[src/rtl/demultiplexor_1in_3out.sv]
// One-in, three-out demultiplexor with a one-entry holding register per channel.
// Words with Sel==3 are accepted and dropped; Error and DropCount record those drops.
module demultiplexor_1in_3out #(
    parameter int WIDTH     = 16,
    parameter int CNT_WIDTH = 8
) (
    input  logic                 clk,
    input  logic                 rst_n,
    input  logic [WIDTH-1:0]     Entrada,
    input  logic [1:0]           Sel,
    input  logic                 EntradaValid,
    output logic                 EntradaReady,
    output logic [WIDTH-1:0]     SalidaA,
    output logic [WIDTH-1:0]     SalidaB,
    output logic [WIDTH-1:0]     SalidaC,
    output logic                 ValidA,
    output logic                 ValidB,
    output logic                 ValidC,
    input  logic                 ReadyA,
    input  logic                 ReadyB,
    input  logic                 ReadyC,
    output logic                 Error,
    output logic [CNT_WIDTH-1:0] DropCount
);

    localparam logic [1:0] SEL_A    = 2'd2;
    localparam logic [1:0] SEL_B    = 2'd1;
    localparam logic [1:0] SEL_C    = 2'd0;
    localparam logic [1:0] SEL_DROP = 2'd3;

    localparam logic [CNT_WIDTH-1:0] CNT_MAX = {CNT_WIDTH{1'b1}};

    logic take_a;
    logic take_b;
    logic take_c;
    logic fire;
    logic load_a;
    logic load_b;
    logic load_c;
    logic drop;

    // A channel can take a word when empty, or when its current word leaves this cycle.
    assign take_a = ~ValidA | ReadyA;
    assign take_b = ~ValidB | ReadyB;
    assign take_c = ~ValidC | ReadyC;

    always_comb begin
        EntradaReady = 1'b1;
        case (Sel)
            SEL_A:   EntradaReady = take_a;
            SEL_B:   EntradaReady = take_b;
            SEL_C:   EntradaReady = take_c;
            default: EntradaReady = 1'b1;
        endcase
    end

    assign fire   = EntradaValid & EntradaReady;
    assign load_a = fire & (Sel == SEL_A);
    assign load_b = fire & (Sel == SEL_B);
    assign load_c = fire & (Sel == SEL_C);
    assign drop   = fire & (Sel == SEL_DROP);

    always_ff @(posedge clk or negedge rst_n) begin
        if (!rst_n) begin
            SalidaA <= '0;
            ValidA  <= 1'b0;
        end else if (load_a) begin
            SalidaA <= Entrada;
            ValidA  <= 1'b1;
        end else if (ReadyA) begin
            ValidA  <= 1'b0;
        end
    end

    always_ff @(posedge clk or negedge rst_n) begin
        if (!rst_n) begin
            SalidaB <= '0;
            ValidB  <= 1'b0;
        end else if (load_b) begin
            SalidaB <= Entrada;
            ValidB  <= 1'b1;
        end else if (ReadyB) begin
            ValidB  <= 1'b0;
        end
    end

    always_ff @(posedge clk or negedge rst_n) begin
        if (!rst_n) begin
            SalidaC <= '0;
            ValidC  <= 1'b0;
        end else if (load_c) begin
            SalidaC <= Entrada;
            ValidC  <= 1'b1;
        end else if (ReadyC) begin
            ValidC  <= 1'b0;
        end
    end

    always_ff @(posedge clk or negedge rst_n) begin
        if (!rst_n) begin
            Error     <= 1'b0;
            DropCount <= '0;
        end else if (drop) begin
            Error <= 1'b1;
            if (DropCount != CNT_MAX) begin
                DropCount <= DropCount + CNT_WIDTH'(1);
            end
        end
    end

endmodule

[config.mk]
export PLATFORM = sky130hd
export DESIGN_NAME = demultiplexor_1in_3out
export DESIGN_NICKNAME = d
export VERILOG_FILES = /design/src/rtl/demultiplexor_1in_3out.sv
export SDC_FILE = /design/constraint.sdc
export NUM_CORES = 1
export LEC_CHECK = 0
export CORE_MARGIN = 10
export CORE_UTILIZATION = 30
export DETAILED_ROUTE_END_ITERATION = 8
export MAX_ROUTING_LAYER = met4
export SYNTH_ARGS = -nofsm -noshare
export SYNTH_HDL_FRONTEND = slang
export SYNTH_SLANG_ARGS = --single-unit
[constraint.sdc]
create_clock -name clk -period 1.6 [get_ports clk]
set_clock_uncertainty 0.05 [all_clocks]
set_input_delay 0.32 -clock clk [delete_from_list [all_inputs] [get_ports clk]]
set_output_delay 0.32 -clock clk [all_outputs]
set_load 0.05 [all_outputs]
==> results.cfg, run 1 <==
[setup_path]
cp.required_ns = 1.23
cp_slowest_cell = clkdlybuf4s50_1
critPathMaxFanout = 3
r2r_start = ValidB
crit_chain = clkdlybuf4s50_1 > nand2b_4 > o21ai_2 > o21ai_4 > buf_12
critPathArrivalTime_ns = 1.30
slowest_delay_ns = 0.46
critPathLaunchType = input pin
r2r-end = SalidaB[8]
critPathKind = input pin to output port
cp-end-kind = output port
r2r_cells = 6
r2r_slack_ns = 0.01

[run_status]
violations = negative setup slack
outcome = finished with violations

[routing]
drc = 0
dr.pass1.iters = 4
via_per_inst = 4.479
via_count = 1711
wl_per_cell_um = 17.24
wl_mm = 6.587
drtIter0Drc = 19
antenna_left = 0

[layout]
nFillCells = 593
fin_area_mm2 = 0.004538
syn_to_final_growth_pct = 90.39
drive_gt1_frac = 0.6464
register_area_mm2 = 0.001515
nets = 300
multiInputGateArea_um2 = 982.2
final_cells = 382
fin_util = 0.5873
n_antenna_cell = 0

[die]
io_pins = 85
fp.dieH_um = 109.1
core_mm2 = 0.007727
start_util = 0.3085
row_count = 32
die_x_um = 109.1
die-area_mm2 = 0.01191

[clock_network]
clk_pin_slew_ns = 0.06
clock_path_buffers = 2
cts_tree = done
clk_latency_ns = 0.32
ctsHtreeMaxLevel = 3
cts_root_buf = clkbuf_8
cts_made_buffers = 9
cts_num_sinks = 60

[global_route]
grt_pass1_wl_mm = 10.49
grt_max_degree = 61
gr-usage-all-layers = 0.1171
gr-total-overflow = 0
grt_pass1_vias = 1945
antenna_found_initial = 0

[place]
gp_congestion = 0.7942
dpl_worst_slack_ns = -0.4109
post_dp_cell_area_mm2 = 0.004234
placed_cells = 361
io_buffers = 84
dp_hpwl_mm = 4.897

[synthesis]
syn_avg_cell_area_um2 = 14.99
synth_nets = 184
synth_seq_cells = 60
ys_seq_area_frac = 0.6299
synth_edf_count = 0
ys_top_cells_by_count = 60 x dfrtp_1, 50 x mux2_2, 11 x nand2_1
ys_warn_count = 0
syn_area_mm2 = 0.002384
async_flop_share = 1.000
synth_top_area_cell = dfrtp_1
ys_types = 27
synth_area_leaders = dfrtp_1 63%, mux2_2 24%, nand2_1 1.7%
synth.most_common_cell = dfrtp_1
yosys_most_used_dff = dfrtp_1
yosysTopAreaCellShare = 0.6299
postSynthCellCount = 159

[pwr]
p_int_mw = 4.203
p_sw_mw = 2.513
powerDensity_mw_per_mm2 = 1480
swShare = 0.3742
clockPowerShare = 0.177
power_mw = 6.717
combPwrFrac = 0.495
sequentialPowerShare = 0.328
leakagePower_nw = 1.995
ir_worst_vdd_uv = 607.5

[min_path]
min_path_cells = 4
whs_endpoint = ValidA
min_from = Sel[0]
hp-class = input pin to flop

[run]
drv_cap = 0

[sta]
hold_viol = 0
min_period_ns = 1.669
worst_slack_ns = -0.06907
setup_viol = 14
worstMarginPinSlew_ns = 0.3360
finalCritPeriodShare = 1.043
rsz0062_at_grt = true
max_freq_mhz = 599.1
relSlewSlack = 0.7760
finalMaxSlewViolations = 0
power by group through the flow:
stage	Clock, mW	Sequential [mW]	Combinational [mW]
floorplan	0	3.22	0.436
global placement	0	2.22	3.30
detailed placement	0	2.23	3.33
CTS	1.25	2.21	3.37
global route	1.33	2.25	3.46
finish	1.19	2.20	3.33
worst max-delay path by stage:
stage	slack (ns)	endpoint	start
finish	-0.07	EntradaReady	ReadyC
global route	-0.12	EntradaReady	ValidB
CTS	-0.08	EntradaReady	ValidB
detailed placement	-0.41	SalidaA[0]	EntradaValid
global placement	-0.38	SalidaA[7]	EntradaValid
floorplan	-0.11	DropCount[1]	DropCount[0]
registers in the layout, summed over array words and instances (netlist names):
register / cells
Error: 1
SalidaB: 16
ValidC: 1
DropCount: 8
ValidB: 1
ValidA: 1
SalidaC: 16
SalidaA: 16
metrics by stage:
| stage | setup TNS, ns | hold WS (ns) |
|---|---|---|
| 2_1_floorplan | -0.8905 | -0.02559 |
| 3_3_place_gp | -15.53 | 0.3047 |
| 3_5_place_dp | -16.43 | 0.3020 |
| 4_1_cts | -1.180 | 0.4350 |
| 5_1_grt | -0.8630 | 0.4655 |
| 6_report | -0.4140 | 0.4477 |
cell usage in the layout (no fill, tap or decap), types with 2 or more instances in the layout:
cell,n
clkbuf_8,11
dlygate4sd2_1,3
nor2_1,3
dfrtp_1,49
mux2_2,36
mux2_4,15
xnor2_1,2
clkinv_2,2
clkbuf_1,3
nand3_1,3
and3_1,2
buf_4,16
o21ai_4,2
nand2_2,2
clkdlybuf4s50_1,19
buf_6,2
buf_12,67
or2_2,2
nand2_1,8
dfrtp_2,11
nand2b_4,2
timing repair:
action / in CTS / in global routing
setup endpoints to repair: 17 / 33
hold endpoints to repair: 60 / 0
cloned: 0 / 1
pin swaps: 4 / 1
resized for setup: 15 / 4
hold buffers: 1 / 0
buffers inserted: 2 / 1
per-layer routing:
layer  GRT usage  vias to the layer above  wire, um
li1            -                      790         -
met5           -                        -         0
met3     0.05900                        7       614
met2      0.1744                       65      3142
met1      0.1371                      849      2776
met4     0.03107                        0        53
logic make-up after synthesis:
family                   after synthesis  synth area share
flip-flops                            60            0.6299
XOR/XNOR                               2          0.007350
AND/OR/NAND/NOR                       33           0.08084
AO/OA/AOI/OAI                          6           0.01575
adder cells (fa/ha/maj)                1          0.005249
buffers and inverters                  5           0.01417
multiplexers                          52            0.2467
critical path: cells and delay by family:
family                 cells  cell delay [ns]
buffers and inverters      2             0.61
AO/OA/AOI/OAI              2             0.23
AND/OR/NAND/NOR            1             0.14
area by class of cell:
cell class              instances  area share
repair buffers                110      0.3835
flip-flops and latches         60      0.3339
multi-input cells              94      0.2164
clock buffers                  14     0.03584
well taps                     102     0.02812
clock inverters                 2    0.002206
Power figures use the tool's default switching activity.
==> run 2, diff against run 1 <==
--- a/config.mk
+++ b/config.mk
@@ -5,6 +5,7 @@
 export SDC_FILE = /design/constraint.sdc
 export NUM_CORES = 1
 export LEC_CHECK = 0
+export CAP_MARGIN = 15
 export CORE_MARGIN = 10
 export CORE_UTILIZATION = 30
 export DETAILED_ROUTE_END_ITERATION = 8
==> constraint.sdc (replaced) <==
create_clock -name clk -period 2 [get_ports clk]
set_clock_uncertainty 0.05 [all_clocks]
set_input_delay 0.4 -clock clk [delete_from_list [all_inputs] [get_ports clk]]
set_output_delay 0.4 -clock clk [all_outputs]
set_load 0.05 [all_outputs]
==> run 2 against run 1 <==
The run now ends clean. Global-route usage down 1.2 points. First-iteration DRC count grew 47%. Worst hold slack got worse by 0.44 ns. Non-clock buffer count down 17. Sequential power shrank 25%. Final area down 20%. Clock-buffer cell count up 1. Largest cell class is now flip-flops and latches.
==> results.cfg, run 2 (synthesis gave the netlist of run 1 again) <==
[setup_path]
critPathLaunchType = flop
cp_slowest_cell = clkdlybuf4s50_1
path_buf_inv = 1
r2r_start = DropCount[0]
critPathKind = flop to output port
slowest_delay_ns = 0.82
critPathArrivalTime_ns = 1.50
cp_top_family = buffers and inverters
r2r_cells = 5
r2r-end = DropCount[1]
crit_chain = clkdlybuf4s50_1
critPathMaxFanout = 2
r2r_slack_ns = 0.24
cp.required_ns = 1.55
cp-end-kind = output port

[layout]
nFillCells = 712
drive_gt1_frac = 0.3878
n_antenna_cell = 0
reg.largest.list = SalidaA x16, SalidaB x16, SalidaC x16
syn_to_final_growth_pct = 51.60
final_cell_mix = 59 x clkdlybuf4s50_1, 58 x dfrtp_1, 50 x mux2_2
mostFrequentLayoutCell = clkdlybuf4s50_1
nets = 283

[global_route]
gr-usage-all-layers = 0.1054
grt_pass1_wl_mm = 9.432
antenna_found_initial = 0
grt_max_degree = 61
grt_pass1_vias = 1768
gr-total-overflow = 0

[routing]
drtIter0Drc = 28
antenna_left = 0
dr.pass1.iters = 4
drc = 0
via_count = 1634
via_per_inst = 4.477
wl_per_cell_um = 15.95
wl_mm = 5.820

[clock_network]
ctsHoldBuffers = 0
cts_made_buffers = 9
ctsHtreeMaxLevel = 3
cts_tree = done
clk_pin_slew_ns = 0.07
cts_num_sinks = 60
post-cts-setup-buffers = 0
clock_path_buffers = 2
cts_root_buf = clkbuf_8
clk_latency_ns = 0.33

[die]
io_pins = 85
die_x_um = 109.1
core_mm2 = 0.007727
start_util = 0.3085
row_count = 32
die-area_mm2 = 0.01191
fp.dieH_um = 109.1

[pwr]
leakagePower_nw = 1.603
power_mw = 4.500
ir_worst_vdd_uv = 612.5
powerDensity_mw_per_mm2 = 1245

[sta]
fin_setup_tns_ns = 0
hold_viol = 0
relSlewSlack = 0.6439
worstMarginPinSlew_ns = 0.5325
setup_viol = 0
rsz0062_at_grt = false
min_period_ns = 1.947
finalCritPeriodShare = 0.9733
finalMaxSlewViolations = 0
max_freq_mhz = 513.7
hold_ws_ns = 0.01173

[place]
io_buffers = 84
dp_hpwl_mm = 4.126
gp_congestion = 0.7578

[run]
drv_cap = 0

[min_path]
hp-class = input pin to asynchronous set/reset pin

[run_status]
outcome = completed
-- run 2: timing repair --
action	in CTS	in global routing
resized for setup	0	10
setup endpoints to repair	0	8
endpoints found under the hold margin	0	0
-- run 2: layout make-up --
cell class	count	area, um2	share of cell area
Multi-Input combinational cell	94	859.6	0.2379
Clock buffer	15	176.4	0.04882
Timing Repair Buffer	93	940.9	0.2604
Tap cell	102	127.6	0.03532
Sequential cell	60	1504	0.4162
Clock inverter	1	5.005	0.001385
-- run 2: layer usage --
layer / global-route usage / share of wire / up-vias
met5: - / 0 / -
met4: 0.04802 / 0.017 / 0
met3: 0.03363 / 0.065 / 11
met2: 0.1577 / 0.47 / 52
met1: 0.1268 / 0.45 / 808
li1: - / - / 763
-- run 2: where the power goes --
group | internal (mW) | leakage [nW] | total, mW | switching, mW
sequential | 1.47 | 0.719 | 1.64 | 0.161
combinational | 0.665 | 0.791 | 1.87 | 1.21
clock | 0.551 | 0.0937 | 0.992 | 0.441
total | 2.69 | 1.60 | 4.50 | 1.81
-- run 2: per-stage QoR --
stage                     setup WS [ns]  instance area [um2]  utilization  std cells
after detailed placement       0.009748                 3407       0.4409        349
after global routing          0.0009195                 3613       0.4676        365
after global placement          0.03044                 3407       0.4409        349
after CTS                       0.01086                 3588       0.4644        365
after floorplan                  0.1273                 2390            -        159
final                           0.05346                 3613       0.4676        365
-- run 2: worst max-delay path by stage --
stage | start | endpoint | depth (start not counted)
finish | SalidaC[6] | SalidaC[6] | 1
global route | SalidaB[2] | SalidaB[2] | 1
CTS | SalidaA[3] | SalidaA[3] | 1
detailed placement | Sel[0] | SalidaA[7] | 5
global placement | Sel[0] | SalidaC[9] | 6
floorplan | ValidB | SalidaB[0] | 4
==> run 3, diff against run 2 <==
--- a/config.mk
+++ b/config.mk
@@ -8,8 +8,10 @@
 export CAP_MARGIN = 15
 export CORE_MARGIN = 10
 export CORE_UTILIZATION = 30
+export CTS_CLUSTER_SIZE = 14
 export DETAILED_ROUTE_END_ITERATION = 8
 export MAX_ROUTING_LAYER = met4
+export PLACE_DENSITY = 0.65
 export SYNTH_ARGS = -nofsm -noshare
 export SYNTH_HDL_FRONTEND = slang
 export SYNTH_SLANG_ARGS = --single-unit
==> constraint.sdc (replaced) <==
create_clock -name clk -period 1.9 [get_ports clk]
set_clock_uncertainty 0.05 [all_clocks]
set_input_delay 0.38 -clock clk [delete_from_list [all_inputs] [get_ports clk]]
set_output_delay 0.38 -clock clk [all_outputs]
set_load 0.05 [all_outputs]
==> run 3 against run 2 <==
Clock-buffer cell count fell by 3. Total power rose by 7.1%. Non-clock buffer count rose by 4. First-iteration DRC count rose by 18%. Critical path depth rose by 4. Critical endpoint is now EntradaReady. Sequential cell count did not move. Die area did not move. Sequential power rose by 5%. Utilization fell by 0.60 points. Highest routed layer unchanged.
==> results.cfg, run 3 (synthesis gave the netlist of run 1 again) <==
[layout]
reg.largest.list = SalidaA x16, SalidaB x16, SalidaC x16
fin_area_mm2 = 0.003567
final_cell_mix = 67 x buf_4, 58 x dfrtp_1, 50 x mux2_2
final_cells = 369
fin_util = 0.4616
register_area_mm2 = 0.001504
multiInputGateArea_um2 = 870.8
mostFrequentLayoutCell = buf_4
syn_to_final_growth_pct = 49.66
drive_gt1_frac = 0.5730
nets = 287
nFillCells = 709
n_antenna_cell = 0

[global_route]
grt_max_degree = 61
grt_pass1_wl_mm = 9.321
antenna_found_initial = 0
gr-usage-all-layers = 0.1050
grt_pass1_vias = 1739
gr-total-overflow = 0

[routing]
drc = 0
wl_mm = 6.094
dr.pass1.iters = 4
drtIter0Drc = 33
antenna_left = 0
via_per_inst = 4.518
via_count = 1667
wl_per_cell_um = 16.51

[clock_network]
cts_root_buf = clkbuf_8
ctsHtreeMaxLevel = 3
clk_latency_ns = 0.33
cts_num_sinks = 60
cts_made_buffers = 9
clk_pin_slew_ns = 0.06
cts_tree = done
clock_path_buffers = 2

[sta]
max_freq_mhz = 544.5
min_period_ns = 1.837
finalMaxSlewViolations = 0
worst_slack_ns = 0.06333
relSlewSlack = 0.7822
fin_setup_tns_ns = 0
worstMarginPinSlew_ns = 0.3267
hold_ws_ns = 0.4254
rsz0062_at_grt = false
hold_viol = 0
finalCritPeriodShare = 0.9667
setup_viol = 0

[pwr]
powerDensity_mw_per_mm2 = 1351
ir_worst_vdd_uv = 564.1
power_mw = 4.820
leakagePower_nw = 1.637

[min_path]
min_path_cells = 1
min_from = Error
hp-class = flop to flop
whs_endpoint = Error

[die]
die_x_um = 109.1
row_count = 32
io_pins = 85
core_mm2 = 0.007727
die-area_mm2 = 0.01191
start_util = 0.3085
fp.dieH_um = 109.1

[place]
dpl_worst_slack_ns = -0.1453
dp_hpwl_mm = 4.346
placed_cells = 350
post_dp_cell_area_mm2 = 0.003317
io_buffers = 84
gp_congestion = 0.7680

[setup_path]
cp_top_family = buffers and inverters
r2r_slack_ns = 0.19
crit_chain = clkdlybuf4s50_1 > nand2b_1 > o21ai_1 > o21ai_2 > buf_12
path_buf_inv = 2
cp_slowest_cell = clkdlybuf4s50_1
critPathLaunchType = input pin
slowest_delay_ns = 0.39
r2r-end = DropCount[1]
critPathMaxFanout = 3
cp.required_ns = 1.47
r2r_start = DropCount[0]
critPathKind = input pin to output port
r2r_cells = 5
cp-end-kind = output port
critPathArrivalTime_ns = 1.41

[run]
drv_cap = 0

[run_status]
outcome = completed
==> run 3: cell types whose count changed in the layout (fill, tap and decap cells not counted), sizes merged <==
cell | previous run | this run
bufinv | 0 | 1
clkdlybuf4s50 | 59 | 19
dlygate4sd3 | 0 | 1
clkinv | 1 | 2
buf | 27 | 74
clkbuf | 15 | 12
clkinvlp | 0 | 1
dlymetal6s2s | 7 | 2
dlygate4sd2 | 0 | 1
==> run 3: layout make-up <==
| type | count | area share |
|---|---|---|
| well taps | 102 | 0.03578 |
| repair buffers | 97 | 0.2417 |
| multi-input cells | 94 | 0.2441 |
| clock inverters | 4 | 0.01333 |
| clock buffers | 12 | 0.04349 |
| flip-flops and latches | 60 | 0.4216 |
==> run 3: worst max path at each step <==
stage | end | cells past startpoint | slack, ns | startpoint
3_5_place_dp | DropCount[7] | 5 | -0.15 | Sel[1]
2_1_floorplan | SalidaB[0] | 4 | 0.03 | ValidB
5_1_grt | EntradaReady | 5 | 0.01 | ReadyC
4_1_cts | EntradaReady | 5 | 0.005 | ReadyC
3_3_place_gp | DropCount[7] | 5 | -0.11 | Sel[1]
6_report | EntradaReady | 5 | 0.06 | ReadyA
==> run 3: repair_timing <==
item | CTS | global route
resized for setup | 3 | 6
pin swaps | 0 | 1
hold buffers | 1 | 0
hold endpoints to repair | 20 | 0
setup buffers | 0 | 2
endpoints found under the setup margin | 1 | 1
==> run 3: where the power goes <==
group          leakage (nW)  switching (mW)  internal, mW
registers             0.719           0.181          1.55
clock network         0.102           0.498         0.673
logic                 0.815            1.27         0.642
==> run 3: layer usage <==
metal  share of wire  GRT usage  wire length (um)  up-vias
li1                -          -                 -      771
met1            0.42     0.1248              2567      840
met2            0.50     0.1572              3034       48
met3           0.065    0.03245               395        8
met4           0.016    0.05367                95        0
met5               0          -                 0        -
